`config.mk`:
```
export PLATFORM = sky130hd
export DESIGN_NAME = data_mem_display_reader
export DESIGN_NICKNAME = d
export VERILOG_FILES = /design/src/rtl/data_mem_display_reader_pkg.sv /design/src/rtl/data_mem_display_reader_hex7seg.sv /design/src/rtl/data_mem_display_reader.sv
export SDC_FILE = /design/constraint.sdc
export NUM_CORES = 1
export LEC_CHECK = 0
export CAP_MARGIN = 5
export CORE_ASPECT_RATIO = 0.8
export CORE_MARGIN = 2
export CORE_UTILIZATION = 40
export CTS_CLUSTER_DIAMETER = 50
export DETAILED_ROUTE_END_ITERATION = 12
export GPL_TIMING_DRIVEN = 0
export PLACE_DENSITY_LB_ADDON = 0.3
export SLEW_MARGIN = 10
export SYNTH_ARGS = -nofsm -noshare
export SYNTH_HDL_FRONTEND = slang
export SYNTH_SLANG_ARGS = --single-unit
```
`constraint.sdc`:
```
create_clock -name clk -period 4.1 [get_ports clk]
set_input_delay 0.41 -clock clk [delete_from_list [all_inputs] [get_ports clk]]
set_output_delay 0.41 -clock clk [all_outputs]
set_load 0.02 [all_outputs]
```
`src/rtl/data_mem_display_reader_pkg.sv`:
```
// Shared types and constants for the data-memory display reader.
package data_mem_display_reader_pkg;

  localparam int unsigned SEG_W = 7;
  localparam int unsigned AN_W  = 4;
  localparam int unsigned NIB_W = 4;
  localparam int unsigned DIG_W = 2;

  typedef enum logic [1:0] {
    SETTLE = 2'd0,
    LATCH  = 2'd1,
    SHOW   = 2'd2
  } state_e;

  // Active-low glyphs, bit order {g,f,e,d,c,b,a}
  localparam logic [SEG_W-1:0] SEG_0 = 7'b1000000;
  localparam logic [SEG_W-1:0] SEG_1 = 7'b1111001;
  localparam logic [SEG_W-1:0] SEG_2 = 7'b0100100;
  localparam logic [SEG_W-1:0] SEG_3 = 7'b0110000;
  localparam logic [SEG_W-1:0] SEG_4 = 7'b0011001;
  localparam logic [SEG_W-1:0] SEG_5 = 7'b0010010;
  localparam logic [SEG_W-1:0] SEG_6 = 7'b0000010;
  localparam logic [SEG_W-1:0] SEG_7 = 7'b1111000;
  localparam logic [SEG_W-1:0] SEG_8 = 7'b0000000;
  localparam logic [SEG_W-1:0] SEG_9 = 7'b0010000;
  localparam logic [SEG_W-1:0] SEG_A = 7'b0001000;
  localparam logic [SEG_W-1:0] SEG_B = 7'b0000011;
  localparam logic [SEG_W-1:0] SEG_C = 7'b1000110;
  localparam logic [SEG_W-1:0] SEG_D = 7'b0100001;
  localparam logic [SEG_W-1:0] SEG_E = 7'b0000110;
  localparam logic [SEG_W-1:0] SEG_F = 7'b0001110;

  localparam logic [SEG_W-1:0] SEG_BLANK = 7'h7F;
  localparam logic [AN_W-1:0]  AN_OFF    = 4'hF;

endpackage

```
`src/rtl/data_mem_display_reader_hex7seg.sv`:
```
// hex7seg: pure combinational nibble to active-low seven-segment decoder.
module data_mem_display_reader_hex7seg
  import data_mem_display_reader_pkg::*;
(
  input  logic [NIB_W-1:0] nibble,
  output logic [SEG_W-1:0] seg_c
);

  // Hex glyph lookup
  always_comb begin
    seg_c = SEG_BLANK;
    case (nibble)
      4'h0: seg_c = SEG_0;
      4'h1: seg_c = SEG_1;
      4'h2: seg_c = SEG_2;
      4'h3: seg_c = SEG_3;
      4'h4: seg_c = SEG_4;
      4'h5: seg_c = SEG_5;
      4'h6: seg_c = SEG_6;
      4'h7: seg_c = SEG_7;
      4'h8: seg_c = SEG_8;
      4'h9: seg_c = SEG_9;
      4'hA: seg_c = SEG_A;
      4'hB: seg_c = SEG_B;
      4'hC: seg_c = SEG_C;
      4'hD: seg_c = SEG_D;
      4'hE: seg_c = SEG_E;
      4'hF: seg_c = SEG_F;
      default: seg_c = SEG_BLANK;
    endcase
  end

endmodule

```
`src/rtl/data_mem_display_reader.sv`:
```
// Display-port reader: steps a word index, captures the memory word and
// scans one 16-bit half onto a 4-digit multiplexed seven-segment display.
module data_mem_display_reader
  import data_mem_display_reader_pkg::*;
#(
  parameter int unsigned B           = 32,
  parameter int unsigned W           = 12,
  parameter int unsigned REFRESH_DIV = 100000
) (
  input  logic             clk,
  input  logic             reset_n,
  input  logic             step_next,
  input  logic             step_prev,
  input  logic             half_sel,
  output logic [W-1:0]     display_number,
  input  logic [B-1:0]     display_data,
  output logic             word_valid,
  output logic [AN_W-1:0]  an,
  output logic [SEG_W-1:0] seg,
  output logic             dp
);

  localparam int unsigned CNT_W = (REFRESH_DIV > 1) ? $clog2(REFRESH_DIV) : 1;
  localparam logic [CNT_W-1:0] CNT_LAST = CNT_W'(REFRESH_DIV - 1);
  localparam logic [DIG_W-1:0] DIG_LAST = DIG_W'(3);

  state_e state_q, state_d;

  logic [B-1:0]       word_q;
  logic               pend_next_q, pend_prev_q;
  logic               pend_next_d, pend_prev_d;
  logic [CNT_W-1:0]   refresh_cnt_q;
  logic [DIG_W-1:0]   digit_q;

  logic               req_next_c, req_prev_c;
  logic               want_next_c, want_prev_c;
  logic               apply_next_c, apply_prev_c, latch_en_c;
  logic               dwell_end_c, frame_end_c, scan_tick_c;
  logic [15:0]        half_c;
  logic [NIB_W-1:0]   nibble_c;
  logic [SEG_W-1:0]   glyph_c;

  // Same-cycle opposite pulses cancel; pending and live requests merge to one step
  assign req_next_c  = step_next & ~step_prev;
  assign req_prev_c  = step_prev & ~step_next;
  assign want_next_c = (pend_next_q | req_next_c) & ~(pend_prev_q | req_prev_c);
  assign want_prev_c = (pend_prev_q | req_prev_c) & ~(pend_next_q | req_next_c);

  assign dwell_end_c = (refresh_cnt_q == CNT_LAST);
  assign frame_end_c = dwell_end_c && (digit_q == DIG_LAST);
  assign scan_tick_c = (refresh_cnt_q == '0);

  assign half_c   = half_sel ? word_q[31:16] : word_q[15:0];
  assign nibble_c = half_c[{digit_q, 2'b00} +: NIB_W];

  data_mem_display_reader_hex7seg u_hex7seg (
    .nibble (nibble_c),
    .seg_c  (glyph_c)
  );

  // FSM state register
  always_ff @(posedge clk or negedge reset_n) begin
    if (!reset_n) state_q <= SETTLE;
    else          state_q <= state_d;
  end

  // FSM next state: recapture after every index change or frame end
  always_comb begin
    state_d = state_q;
    case (state_q)
      SETTLE:  state_d = LATCH;
      LATCH:   state_d = SHOW;
      SHOW:    if (want_next_c || want_prev_c || frame_end_c) state_d = SETTLE;
      default: state_d = SETTLE;
    endcase
  end

  // FSM outputs: step application, capture strobe and pending bookkeeping
  always_comb begin
    apply_next_c = 1'b0;
    apply_prev_c = 1'b0;
    latch_en_c   = 1'b0;
    pend_next_d  = pend_next_q;
    pend_prev_d  = pend_prev_q;
    case (state_q)
      SHOW: begin
        apply_next_c = want_next_c;
        apply_prev_c = want_prev_c;
        pend_next_d  = 1'b0;
        pend_prev_d  = 1'b0;
      end
      SETTLE, LATCH: begin
        latch_en_c = (state_q == LATCH);
        if (req_next_c) begin
          if (pend_prev_q) pend_prev_d = 1'b0;
          else             pend_next_d = 1'b1;
        end
        if (req_prev_c) begin
          if (pend_next_q) pend_next_d = 1'b0;
          else             pend_prev_d = 1'b1;
        end
      end
      default: ;
    endcase
  end

  // Index, captured word and validity flag
  always_ff @(posedge clk or negedge reset_n) begin
    if (!reset_n) begin
      display_number <= '0;
      word_q         <= '0;
      word_valid     <= 1'b0;
      pend_next_q    <= 1'b0;
      pend_prev_q    <= 1'b0;
    end else begin
      pend_next_q <= pend_next_d;
      pend_prev_q <= pend_prev_d;
      if (apply_next_c) begin
        display_number <= display_number + W'(1);
        word_valid     <= 1'b0;
      end else if (apply_prev_c) begin
        display_number <= display_number - W'(1);
        word_valid     <= 1'b0;
      end else if (latch_en_c) begin
        word_valid <= 1'b1;
      end
      if (latch_en_c) word_q <= display_data;
    end
  end

  // Digit dwell counter and digit index, free-running through recapture
  always_ff @(posedge clk or negedge reset_n) begin
    if (!reset_n) begin
      refresh_cnt_q <= '0;
      digit_q       <= '0;
    end else if (dwell_end_c) begin
      refresh_cnt_q <= '0;
      digit_q       <= digit_q + DIG_W'(1);
    end else begin
      refresh_cnt_q <= refresh_cnt_q + CNT_W'(1);
    end
  end

  // Anode, segment and dp registered together once per digit dwell
  always_ff @(posedge clk or negedge reset_n) begin
    if (!reset_n) begin
      an  <= AN_OFF;
      seg <= SEG_BLANK;
      dp  <= 1'b1;
    end else if (scan_tick_c) begin
      an  <= ~(AN_W'(1) << digit_q);
      seg <= glyph_c;
      dp  <= ~(half_sel & (digit_q == DIG_LAST));
    end
  end

endmodule

```
==> qor.csv <==
stage,metric,value,unit
outcome,status,"complete, no violations",
power_and_ir_drop,internal power,2360,uW
setup_path,Crit path largest cell delay,0.66,ns
place,DP HPWL,6520,um
setup_path,Critical Path AT,3.73,ns
clocking,Root Driver,clkbuf_16,
clocking,Num CTS Buffers,9,
setup_path,crit-path cells,"clkdlybuf4s50_1, nand2b_1, nor2b_1, ha_1, nand2_1, fa_1, a21o_1, a21o_1, a2111oi_1, o31a_1, o211ai_1",
die,Die X,120,um
flow_run,max cap viols,0,
die,starting density of the core,0.416,
detailed_routing,# DRC,0,
timing,unrepaired setup endpoints after global routing,no,
power_and_ir_drop,total net switching power,1250,uW
setup_path,startpoint types,primary input,
clocking,Clock transition at path regs,0.06,ns
hold_path,worst hold path type,in2async,
power_and_ir_drop,Leak,0.00228,uW
timing,crit path time final,3.52,ns
power_and_ir_drop,pwr dens,667,mW/mm2
die,Die Y,96.9,um
place,"worst slack, placed",0.209,ns
synth,Syn Inst Count,381,
synth,"Net Count, Synth",443,
setup_path,slowest CP cell,a2111oi_1,
setup_path,Crit. End Element,flip-flop,
finish,n_diodes,0,
global_routing,first-pass GRT wire length,15000,um
synth,Synth cell types,57,
detailed_routing,initial DRC count,109,
setup_path,CP required,4.30,ns
detailed_routing,drt first pass iters,4,
detailed_routing,final wirelength,8760,um
synth,async set-reset flop share out of synthesis,1.00,
timing,Worst Slack Setup Final,0.575,ns
clocking,post-CTS setup buffers,0,
synth,Syn Area/Cell,11.3,um2
synth,sequential-to-total area share from yosys stat,0.468,
power_and_ir_drop,worst vdd ir,0.323,mV
die,DIE AREA,0.0116,mm2
finish,# nets final,515,
global_routing,grt ovf,0,
timing,Max Fclk,284,MHz
synth,Syn. warnings,0,
die,Core Region,0.0104,mm2
setup_path,Bufs and invs on worst path,1,
timing,endpoints failing setup,0,
clocking,post-cts hold buffer count,0,
finish,layout overhead on the synthesized area,25.5,%
global_routing,antenna violations before repair,0,
setup_path,Worst Setup Path Type,in2reg,
power_and_ir_drop,Comb power frac,0.445,
place,IO Port Bufs,60,
clocking,post-CTS sizing,0,
timing,Tightest Pin Transition,0.774,ns
detailed_routing,"antenna viol nets, final",0,
timing,final hold vios,0,
synth,Post-synth EDFFs,0,
global_routing,vias in the first global route,3075,
power_and_ir_drop,Tot Pwr,3610,uW
clocking,Max Buffers Root-to-Sink,2,
timing,fin crit share,0.860,
clocking,clock sink count,80,
finish,Layout fillers,911,
timing,clk_skew,0.0106,ns
power_and_ir_drop,Sw Share,0.346,
global_routing,largest net degree at the start of global routing,47,
clocking,worst skew pair latency,0.34,ns
finish,layout cells sized above 1,0.164,
die,num ports,62,
timing,Max transition margin,0.480,
power_and_ir_drop,sequential power share,0.331,
clocking,CTS tree,yes,
setup_path,Top delay family on crit path,compound AO/OA/AOI/OAI gates,
synth,"flops & latches, synth",80,
timing,Slew Limit Fails,0,
global_routing,gr usage total,0.161,
die,FP Rows,33,
setup_path,most frequent CP cell,a21o_1,
detailed_routing,via count,3056,
setup_path,worst-path maximum fanout,11,
detailed_routing,DR vias/cell,5.11,
power_and_ir_drop,Clk pwr share,0.224,
place,GPL Wtd Cong,0.798,
synth,Synth Flop Type,dfrtp_1,
synth,Netlist Area Pre-Place,0.00431,mm2
clocking,H-tree levels,3,
detailed_routing,DR WL/cell,14.7,um
metrics by stage:
| step | area [um2] | cells | setup TNS [ns] | util | hold WS (ns) |
|---|---|---|---|---|---|
| 2_1_floorplan | 4310 | 381 | 0 | - | 0.114 |
| 3_3_place_gp | 5090 | 581 | -19.68 | 0.491 | 0.461 |
| 3_5_place_dp | 5110 | 582 | 0 | 0.493 | 0.409 |
| 4_1_cts | 5410 | 598 | 0 | 0.522 | 0.0545 |
| 5_1_grt | 5410 | 598 | 0 | 0.522 | 0.0776 |
| 6_report | 5410 | 598 | 0 | 0.522 | 0.0403 |
synthesized netlist by cell type (5+ instances only):
cell type	number	area, um2
dfrtp_1	68	1700
nand2_1	35	131
mux2_2	32	360
nor2_1	26	97.6
ha_1	24	300
xnor2_1	14	123
o21ai_0	13	65.1
a21oi_1	12	60.1
dfstp_2	12	315
nand3_1	12	60.1
inv_1	11	41.3
xor2_1	9	78.8
mux2i_1	7	70.1
o21ai_1	7	35.0
a21o_1	6	45.0
clkbuf_1	6	22.5
mux4_2	6	135
nand2b_1	6	37.5
nor3_1	6	30.0
nand4_1	5	31.3
nor2b_1	5	31.3
power groups by stage:
| stage | registers [uW] | logic, uW | clock network (uW) |
|---|---|---|---|
| finish | 1190 | 1610 | 809 |
| global placement | 1200 | 1580 | 0 |
| CTS | 1200 | 1630 | 825 |
| detailed placement | 1210 | 1620 | 0 |
| floorplan | 1230 | 1160 | 0 |
| global route | 1230 | 1790 | 858 |
cells in the final DEF, fill, tap and decap left out, drive strengths merged, types with 9 or more instances in the layout:
cell type	count
ha	24
dfstp	12
inv	11
mux2i	9
xor2	9
nand2	35
nand3	12
nor2	26
xnor2	14
clkdlybuf4s50	59
a21oi	12
dfrtp	68
clkbuf	19
mux2	35
o21ai	20
worst reg2reg max path: stages (launching register included):
cell and delay [ns]:
dfrtp_1 0.41, nor2b_1 0.16, ha_1 0.31, nand2_1 0.34, fa_1 0.52, a21o_1 0.17, a21o_1 0.21, a2111oi_1 0.66
o31a_1 0.23, o211ai_1 0.09
final cells by class:
type | instances | area [um2] | share of cell area
clock inverter | 3 | 40.0 | 0.00740
buffer | 12 | 61.3 | 0.0113
clock buffer | 13 | 260 | 0.0481
inverter | 12 | 45.0 | 0.00832
timing repair buffer | 61 | 626 | 0.116
multi-input combinational | 277 | 2190 | 0.404
sequential | 80 | 2020 | 0.373
tap | 140 | 175 | 0.0324
final timing paths:
path	startpoint	endpoint	slack (ns)	depth (start not counted)
min in group clk	half_sel	dp$_DFFE_PN1N_	0.34	2
max in group asynchronous	reset_n	seg[3]$_DFFE_PN1N_	3.45	2
hold / removal	reset_n	display_number[3]$_DFFE_PN0N_	0.04	1
hold reg to reg	an[2]$_DFFE_PN1N_	an[2]$_DFFE_PN1N_	0.47	2
setup / recovery	step_next	display_number[10]$_DFFE_PN0N_	0.58	11
setup reg to reg	pend_prev_q$_DFFE_PN0P_	display_number[10]$_DFFE_PN0N_	0.88	9
state kept, by name (all words and copies together), names as in the netlist:
register / cells
word_valid: 1
pend_next_q: 1
display_number: 12
digit_q: 2
state_q: 2
refresh_cnt_q: 17
pend_prev_q: 1
seg: 7
dp: 1
an: 4
word_q: 32
metal layers:
metal	wire, um	track usage	vias to the layer above
met5	0	0	-
met2	4000	0.242	42
met1	4410	0.228	1493
met4	114	0.0534	0
met3	233	0.0377	9
li1	-	-	1512
cells by family after synthesis:
logic type	count (synthesis)	synth area share
adders and majority gates	25	0.0743
buffers and inverters	24	0.0247
muxes	52	0.163
DFF	80	0.468
AOI/OAI and AO/OA	59	0.0871
xor gates and xnor gates	23	0.0467
and+or+nand+nor	118	0.137
(Power assumes the default switching activity.)
